### config.mk
export PLATFORM = sky130hd
export DESIGN_NAME = branch_resolve_unit_flat
export DESIGN_NICKNAME = d
export VERILOG_FILES = /design/src/rtl/branch_resolve_if.sv /design/src/rtl/branch_resolve_unit.sv /design/src/flat_wrapper.sv
export SDC_FILE = /design/constraint.sdc
export NUM_CORES = 1
export LEC_CHECK = 0
export BUFFER_PORTS_ARGS = -buffer_cell sky130_fd_sc_hd__buf_2
export CELL_PAD_IN_SITES_DETAIL_PLACEMENT = 1
export CELL_PAD_IN_SITES_GLOBAL_PLACEMENT = 1
export CORE_MARGIN = 2
export CORE_UTILIZATION = 30
export CTS_BUF_LIST = sky130_fd_sc_hd__clkbuf_16
export CTS_CLUSTER_DIAMETER = 200
export CTS_CLUSTER_SIZE = 24
export DETAILED_ROUTE_END_ITERATION = 16
export GPL_TIMING_DRIVEN = 0
export PLACE_DENSITY_LB_ADDON = 0.12
export SYNTH_ARGS = -nofsm -noshare
export SYNTH_HDL_FRONTEND = slang
export SYNTH_SLANG_ARGS = --single-unit
### constraint.sdc
create_clock -name clk -period 12.2 [get_ports clk]
set_input_delay 1.22 -clock clk [delete_from_list [all_inputs] [get_ports clk]]
set_output_delay 1.22 -clock clk [all_outputs]
set_load 0.005 [all_outputs]
### src/rtl/branch_resolve_if.sv
// Bundle between fetch/execute and the branch resolve unit: prediction
// records in, resolved outcomes in, predictor update and redirect out.
interface branch_resolve_if #(
  parameter int BHR_W = 4,
  parameter int IDX_W = 8,
  parameter int CNT_W = 4
);
  logic              pred_valid;
  logic              pred_ready;
  logic [31:0]       pred_pc;
  logic              pred_taken;
  logic [31:0]       pred_target;
  logic [1:0]        pred_type;
  logic [BHR_W-1:0]  pred_bhr;
  logic [IDX_W-1:0]  pred_pht_idx;
  logic [IDX_W-1:0]  pred_bht_idx;

  logic              res_valid;
  logic              res_taken;
  logic [31:0]       res_target;

  logic              upd_en;
  logic [31:0]       upd_pc;
  logic              upd_taken;
  logic [31:0]       upd_target;
  logic [1:0]        upd_type;
  logic [BHR_W-1:0]  upd_bhr;
  logic [IDX_W-1:0]  upd_pht_idx;
  logic [IDX_W-1:0]  upd_bht_idx;

  logic              redirect;
  logic [31:0]       redirect_pc;
  logic              res_err;
  logic [CNT_W-1:0]  count;
  logic [15:0]       stat_mispred;

  // Fetch/execute side
  modport master (
    output pred_valid, pred_pc, pred_taken, pred_target, pred_type,
           pred_bhr, pred_pht_idx, pred_bht_idx,
           res_valid, res_taken, res_target,
    input  pred_ready, upd_en, upd_pc, upd_taken, upd_target, upd_type,
           upd_bhr, upd_pht_idx, upd_bht_idx,
           redirect, redirect_pc, res_err, count, stat_mispred
  );

  // Resolve unit side
  modport slave (
    input  pred_valid, pred_pc, pred_taken, pred_target, pred_type,
           pred_bhr, pred_pht_idx, pred_bht_idx,
           res_valid, res_taken, res_target,
    output pred_ready, upd_en, upd_pc, upd_taken, upd_target, upd_type,
           upd_bhr, upd_pht_idx, upd_bht_idx,
           redirect, redirect_pc, res_err, count, stat_mispred
  );
endinterface

### src/rtl/branch_resolve_unit.sv
// Branch resolve unit: in-order FIFO of prediction records, checked against
// execute outcomes; drives predictor update and mispredict redirect/flush.
module branch_resolve_unit #(
  parameter int DEPTH = 8,
  parameter int BHR_W = 4,
  parameter int IDX_W = 8,
  parameter int CNT_W = 4
) (
  input  logic                   clk,
  input  logic                   reset,
  branch_resolve_if.slave        bus
);
  localparam int PTR_W = $clog2(DEPTH);

  typedef struct packed {
    logic [31:0]      pc;
    logic             taken;
    logic [31:0]      target;
    logic [1:0]       btype;
    logic [BHR_W-1:0] bhr;
    logic [IDX_W-1:0] pht_idx;
    logic [IDX_W-1:0] bht_idx;
  } rec_t;

  rec_t             mem [DEPTH];
  rec_t             head;
  logic [PTR_W-1:0] rd_ptr, wr_ptr;
  logic [CNT_W-1:0] count_q;
  logic             full, empty, enq, resolve, mispred, flush;

  logic             upd_en_q, upd_taken_q, redirect_q, res_err_q;
  logic [31:0]      upd_pc_q, upd_target_q, redirect_pc_q;
  logic [1:0]       upd_type_q;
  logic [BHR_W-1:0] upd_bhr_q;
  logic [IDX_W-1:0] upd_pht_q, upd_bht_q;
  logic [15:0]      stat_q;
  logic [31:0]      actual_next;

  // Handshake, head lookup and mispredict detection
  always_comb begin
    full        = (count_q == CNT_W'(DEPTH));
    empty       = (count_q == '0);
    bus.pred_ready = !full && !reset;
    enq         = bus.pred_valid && bus.pred_ready;
    resolve     = bus.res_valid && !empty;
    head        = mem[rd_ptr];
    mispred     = (head.taken != bus.res_taken) ||
                  (bus.res_taken && (head.target != bus.res_target));
    flush       = resolve && mispred;
    actual_next = bus.res_taken ? bus.res_target : head.pc + 32'd4;
  end

  // Record storage; wrong-path records arriving with a flush are not written
  always_ff @(posedge clk) begin
    if (enq && !flush) begin
      mem[wr_ptr] <= '{pc: bus.pred_pc, taken: bus.pred_taken,
                       target: bus.pred_target, btype: bus.pred_type,
                       bhr: bus.pred_bhr, pht_idx: bus.pred_pht_idx,
                       bht_idx: bus.pred_bht_idx};
    end
  end

  // Pointers, occupancy and registered update/redirect outputs
  always_ff @(posedge clk) begin
    if (reset) begin
      rd_ptr        <= '0;
      wr_ptr        <= '0;
      count_q       <= '0;
      upd_en_q      <= 1'b0;
      upd_pc_q      <= '0;
      upd_taken_q   <= 1'b0;
      upd_target_q  <= '0;
      upd_type_q    <= '0;
      upd_bhr_q     <= '0;
      upd_pht_q     <= '0;
      upd_bht_q     <= '0;
      redirect_q    <= 1'b0;
      redirect_pc_q <= '0;
      res_err_q     <= 1'b0;
      stat_q        <= '0;
    end else begin
      upd_en_q   <= resolve;
      redirect_q <= flush;
      res_err_q  <= bus.res_valid && empty;
      if (resolve) begin
        upd_pc_q     <= head.pc;
        upd_taken_q  <= bus.res_taken;
        upd_target_q <= actual_next;
        upd_type_q   <= head.btype;
        upd_bhr_q    <= head.bhr;
        upd_pht_q    <= head.pht_idx;
        upd_bht_q    <= head.bht_idx;
      end
      if (flush) begin
        redirect_pc_q <= actual_next;
        if (stat_q != '1) stat_q <= stat_q + 16'd1;
        rd_ptr  <= '0;
        wr_ptr  <= '0;
        count_q <= '0;
      end else begin
        if (enq)     wr_ptr <= wr_ptr + PTR_W'(1);
        if (resolve) rd_ptr <= rd_ptr + PTR_W'(1);
        if (enq && !resolve)      count_q <= count_q + CNT_W'(1);
        else if (!enq && resolve) count_q <= count_q - CNT_W'(1);
      end
    end
  end

  assign bus.upd_en       = upd_en_q;
  assign bus.upd_pc       = upd_pc_q;
  assign bus.upd_taken    = upd_taken_q;
  assign bus.upd_target   = upd_target_q;
  assign bus.upd_type     = upd_type_q;
  assign bus.upd_bhr      = upd_bhr_q;
  assign bus.upd_pht_idx  = upd_pht_q;
  assign bus.upd_bht_idx  = upd_bht_q;
  assign bus.redirect     = redirect_q;
  assign bus.redirect_pc  = redirect_pc_q;
  assign bus.res_err      = res_err_q;
  assign bus.count        = count_q;
  assign bus.stat_mispred = stat_q;
endmodule

### src/flat_wrapper.sv
// flat-port wrapper written by rule: the top's interface ports become plain ports
module branch_resolve_unit_flat 
#(
  parameter int DEPTH = 8,
  parameter int BHR_W = 4,
  parameter int IDX_W = 8,
  parameter int CNT_W = 4
)
  (clk, reset, bus_pred_valid, bus_pred_pc, bus_pred_taken, bus_pred_target, bus_pred_type, bus_pred_bhr, bus_pred_pht_idx, bus_pred_bht_idx, bus_res_valid, bus_res_taken, bus_res_target, bus_pred_ready, bus_upd_en, bus_upd_pc, bus_upd_taken, bus_upd_target, bus_upd_type, bus_upd_bhr, bus_upd_pht_idx, bus_upd_bht_idx, bus_redirect, bus_redirect_pc, bus_res_err, bus_count, bus_stat_mispred);
  branch_resolve_if #(.BHR_W(BHR_W), .IDX_W(IDX_W), .CNT_W(CNT_W)) bus_i ();
  input  logic clk;
  input  logic reset;
  input wire logic [$bits(bus_i.pred_valid)-1:0] bus_pred_valid;
  input wire logic [$bits(bus_i.pred_pc)-1:0] bus_pred_pc;
  input wire logic [$bits(bus_i.pred_taken)-1:0] bus_pred_taken;
  input wire logic [$bits(bus_i.pred_target)-1:0] bus_pred_target;
  input wire logic [$bits(bus_i.pred_type)-1:0] bus_pred_type;
  input wire logic [$bits(bus_i.pred_bhr)-1:0] bus_pred_bhr;
  input wire logic [$bits(bus_i.pred_pht_idx)-1:0] bus_pred_pht_idx;
  input wire logic [$bits(bus_i.pred_bht_idx)-1:0] bus_pred_bht_idx;
  input wire logic [$bits(bus_i.res_valid)-1:0] bus_res_valid;
  input wire logic [$bits(bus_i.res_taken)-1:0] bus_res_taken;
  input wire logic [$bits(bus_i.res_target)-1:0] bus_res_target;
  output wire logic [$bits(bus_i.pred_ready)-1:0] bus_pred_ready;
  output wire logic [$bits(bus_i.upd_en)-1:0] bus_upd_en;
  output wire logic [$bits(bus_i.upd_pc)-1:0] bus_upd_pc;
  output wire logic [$bits(bus_i.upd_taken)-1:0] bus_upd_taken;
  output wire logic [$bits(bus_i.upd_target)-1:0] bus_upd_target;
  output wire logic [$bits(bus_i.upd_type)-1:0] bus_upd_type;
  output wire logic [$bits(bus_i.upd_bhr)-1:0] bus_upd_bhr;
  output wire logic [$bits(bus_i.upd_pht_idx)-1:0] bus_upd_pht_idx;
  output wire logic [$bits(bus_i.upd_bht_idx)-1:0] bus_upd_bht_idx;
  output wire logic [$bits(bus_i.redirect)-1:0] bus_redirect;
  output wire logic [$bits(bus_i.redirect_pc)-1:0] bus_redirect_pc;
  output wire logic [$bits(bus_i.res_err)-1:0] bus_res_err;
  output wire logic [$bits(bus_i.count)-1:0] bus_count;
  output wire logic [$bits(bus_i.stat_mispred)-1:0] bus_stat_mispred;
  assign bus_i.pred_valid = bus_pred_valid;
  assign bus_i.pred_pc = bus_pred_pc;
  assign bus_i.pred_taken = bus_pred_taken;
  assign bus_i.pred_target = bus_pred_target;
  assign bus_i.pred_type = bus_pred_type;
  assign bus_i.pred_bhr = bus_pred_bhr;
  assign bus_i.pred_pht_idx = bus_pred_pht_idx;
  assign bus_i.pred_bht_idx = bus_pred_bht_idx;
  assign bus_i.res_valid = bus_res_valid;
  assign bus_i.res_taken = bus_res_taken;
  assign bus_i.res_target = bus_res_target;
  assign bus_pred_ready = bus_i.pred_ready;
  assign bus_upd_en = bus_i.upd_en;
  assign bus_upd_pc = bus_i.upd_pc;
  assign bus_upd_taken = bus_i.upd_taken;
  assign bus_upd_target = bus_i.upd_target;
  assign bus_upd_type = bus_i.upd_type;
  assign bus_upd_bhr = bus_i.upd_bhr;
  assign bus_upd_pht_idx = bus_i.upd_pht_idx;
  assign bus_upd_bht_idx = bus_i.upd_bht_idx;
  assign bus_redirect = bus_i.redirect;
  assign bus_redirect_pc = bus_i.redirect_pc;
  assign bus_res_err = bus_i.res_err;
  assign bus_count = bus_i.count;
  assign bus_stat_mispred = bus_i.stat_mispred;
  branch_resolve_unit #(.DEPTH(DEPTH), .BHR_W(BHR_W), .IDX_W(IDX_W), .CNT_W(CNT_W)) u_core (.clk(clk), .reset(reset), .bus(bus_i));
endmodule
==> reports/results.tsv <==
stage	metric	value	unit
synth	number of flops mapped to enable cells by yosys	696	
detailed_routing	drt drc	0	
synth	Seq/Total Area, Yosys	71.9	%
clocking	clock-pin slew on the worst setup and hold paths	100	ps
synth	syn_nets	2031	
synth	Ys Warns	0	
setup_path	CP Buf/Inv Count	9	
clocking	setup repair bufs after CTS	0	
synth	ys async rst share	0	%
clocking	H-tree depth	2	
timing	WHS	462	ps
synth	Synth top area share	62.8	%
grt	first-pass GRT wire length	148	mm
power_and_ir_drop	PwrDens	180	mW/mm^2
cells_and_area	fillcell total	11217	
setup_path	Top cell by count, worst path	buf_6	
clocking	CTS Hold Bufs	0	
placement	Placed Instances	3689	
cells_and_area	layout cells sized above 1	26.2	%
detailed_routing	Final ANT Viol Nets	0	
synth	cells after synthesis	1899	
placement	DP Area	0.0372	mm^2
clocking	Root Driver	clkbuf_16	
die	Initial Util	30.1	%
detailed_routing	drt first-iter violations	1246	
setup_path	Cell Chain, Critical Path	buf_4 > clkbuf_1 > clkbuf_1 > mux4_2 > mux2i_1 > xnor2_1 > nor4_1 > nand4_1 > nor4_4 > nor2_2 > nor3b_2 > nor3b_2 > buf_8 > buf_6 > buf_6 > buf_6 > buf_6 > buf_6	
grt	grt total ovfl	0	
setup_path	critical path type	reg -> reg	
timing	relative slew slack	17.1	%
synth	syn avg cell area	17.5	um^2
detailed_routing	Initial DRT Pass Iterations	5	
placement	final weighted congestion in routability-driven placement	0.814	
setup_path	slowest CP cell	clkbuf_1	
synth	most common flop cell mapped by yosys	edfxtp_1	
die	die area	0.114	mm^2
power_and_ir_drop	Max VDD drop	0.000103	V
cells_and_area	non-filler cells, final	3766	
grt	antenna violations before repair	34	
detailed_routing	vias	18462	
synth	Yosys cell types	74	
timing	pins over their slew limit	0	
timing	Worst Max-Slew Pin Slew	1230	ps
placement	Port Buf Inserts	265	
setup_path	Crit Path Max Fanout	10	
setup_path	worst endpoint required time	12560	ps
power_and_ir_drop	leakage power	12.4	nW
timing	fmax	145	MHz
die	I/O pin cnt	267	
die	die height	337	um
grt	vias in the first global route	19457	
placement	hpwl dp	75.8	mm
setup_path	CP max stage delay	900	ps
clocking	PostCTS Resize Cnt	0	
setup_path	Critical Path AT	7260	ps
detailed_routing	Routed WL	106	mm
timing	RSZ-0062 raised after global routing	false	
status	status	completed	
timing	Final min period	6900	ps
detailed_routing	DR WL/cell	28.0	um
setup_path	Worst path top cell family by delay	buffers and inverters	
power_and_ir_drop	total power	6.89	mW
detailed_routing	DR vias/cell	4.90	
grt	Total GRT Usage	18.5	%
die	Core ar.	0.110	mm^2
clocking	latest clock arrival within the worst-skew pair	640	ps
synth	ranking of synthesized cells by area	edfxtp_1, mux4_2, dfxtp_1	
cells_and_area	area grow syn2layout	15.2	%
die	Die X	337	um
run	max cap viols	0	
synth	flops & latches, synth	847	
clocking	clk sinks	847	
clocking	TritonCTS clock tree	built	
setup_path	CP Capture Type	register	
die	# rows	122	
synth	leading area contributor after synthesis	edfxtp_1	
clocking	CTS max path bufs	3	
timing	final hold violations	0	
grt	largest net degree at the start of global routing	41	
synth	Post-Synthesis Cell Area	0.0333	mm^2
setup_path	CP Launch Type	register	
timing	# setup viols final	0	
worst_hold_path	Worst Hold Class	reg -> reg	
timing	Clock Skews	28.2	ps
cells_and_area	final instance area	0.0383	mm^2
timing	crit share post-route	56.6	%
cells_and_area	Layout Nets	2376	
clocking	total CTS buffers	41	
[cell families after synthesis]
kind of cell,synth area share [%]
buffers and inverters,2.25
and+or+nand+nor,5.38
xor gates and xnor gates,1.53
adders and majority gates,0.323
AOI/OAI and AO/OA,4.52
muxes,14.1
DFF,71.9
[where the power goes]
| part | switching (mW) | internal (mW) | leakage (nW) | total, mW |
|---|---|---|---|---|
| registers | 0.129 | 3.32 | 7.52 | 3.45 |
| clock network | 0.929 | 0.626 | 0.684 | 1.56 |
| logic | 1.12 | 0.766 | 4.24 | 1.89 |
[layout make-up]
cell class	instances	area [um^2]	area share, %
clock buffers	41	1030	2.68
flip-flops and latches	847	23900	62.4
multi-input cells	930	8640	22.5
diodes	3	7.51	0.0196
well taps	1488	1860	4.86
inverters	13	48.8	0.127
plain buffers	109	698	1.82
clock inverters	33	150	0.392
repair buffers	302	1990	5.18
[placed cells by master (no fill, tap or decap), types with 15 or more instances in the layout]
cell	netlist	layout
edfxtp_1	696	696
clkbuf_16	0	41
nor3_1	26	26
dfxtp_1	151	151
a211oi_1	61	61
xor2_1	24	24
a211oi_2	17	17
buf_6	12	24
mux2i_1	144	144
a22oi_1	22	22
a21oi_1	56	56
xnor2_1	34	34
clkbuf_1	49	49
and3_1	17	15
nor2_1	150	150
inv_1	12	42
nand3_1	15	15
buf_2	16	282
buf_8	5	15
mux4_2	137	137
nand2_1	77	77
[registers in the layout, summed over array words and instances (netlist names), 2 cells and up, named ones only]
signal and flops:
u_core.bus.count 4, u_core.bus.redirect_pc 32, u_core.bus.stat_mispred 16, u_core.bus.upd_bhr 4, u_core.bus.upd_bht_idx 8, u_core.bus.upd_pc 32, u_core.bus.upd_pht_idx 8, u_core.bus.upd_target 32
u_core.bus.upd_type 2, u_core.mem 696, u_core.rd_ptr 3, u_core.wr_ptr 3
[tightest hold or removal path, delay by kind of cell, from the launching register on]
kind	cells	cell delay (ps)
flops	1	330
simple gates	1	50
compound gates	1	50
[cells in the mapped netlist, drive strengths merged, types with 6 or more instances]
master,n
a211oi,78
a21oi,56
a221oi,8
a22oi,22
and2,6
and3,17
buf,60
clkbuf,49
dfxtp,151
edfxtp,696
ha,7
inv,13
mux2,12
mux2i,144
mux4,138
nand2,77
nand3,15
nand4,14
nor2,151
nor2b,7
nor3,32
nor3b,6
nor4,12
o21ai,16
xnor2,34
xor2,24
[final timing paths]
| path | end | cells after the start | from | slack [ps] |
|---|---|---|---|---|
| worst max-delay path | u_core.mem[0][1] | 18 | register | 5300 |
| worst min-delay path | u_core.bus.redirect_pc[30] | 2 | u_core.bus.redirect_pc[30] | 460 |
| worst max register to register | u_core.mem[0][1] | 18 | register | 5300 |
| worst min register to register | u_core.bus.redirect_pc[30] | 2 | u_core.bus.redirect_pc[30] | 460 |
[stage by stage]
step | setup slack (ps) | TNS, ps | util, %
floorplan | 2240 | 0 | -
global placement | -8930 | -912400 | 33.0
detailed placement | 5290 | 0 | 33.7
CTS | 5270 | 0 | 34.7
global route | 5000 | 0 | 34.7
finish | 5300 | 0 | 34.7
[routing by layer]
layer  vias up  wire [um]  GRT usage (%)
met5         -        170              0
met4        28       2340           4.13
met3       131       7080           4.95
met2       441      50200           30.5
met1      9735      45800           24.3
li1       8127          -              -
Note: power is estimated with default switching activity, not from simulation.
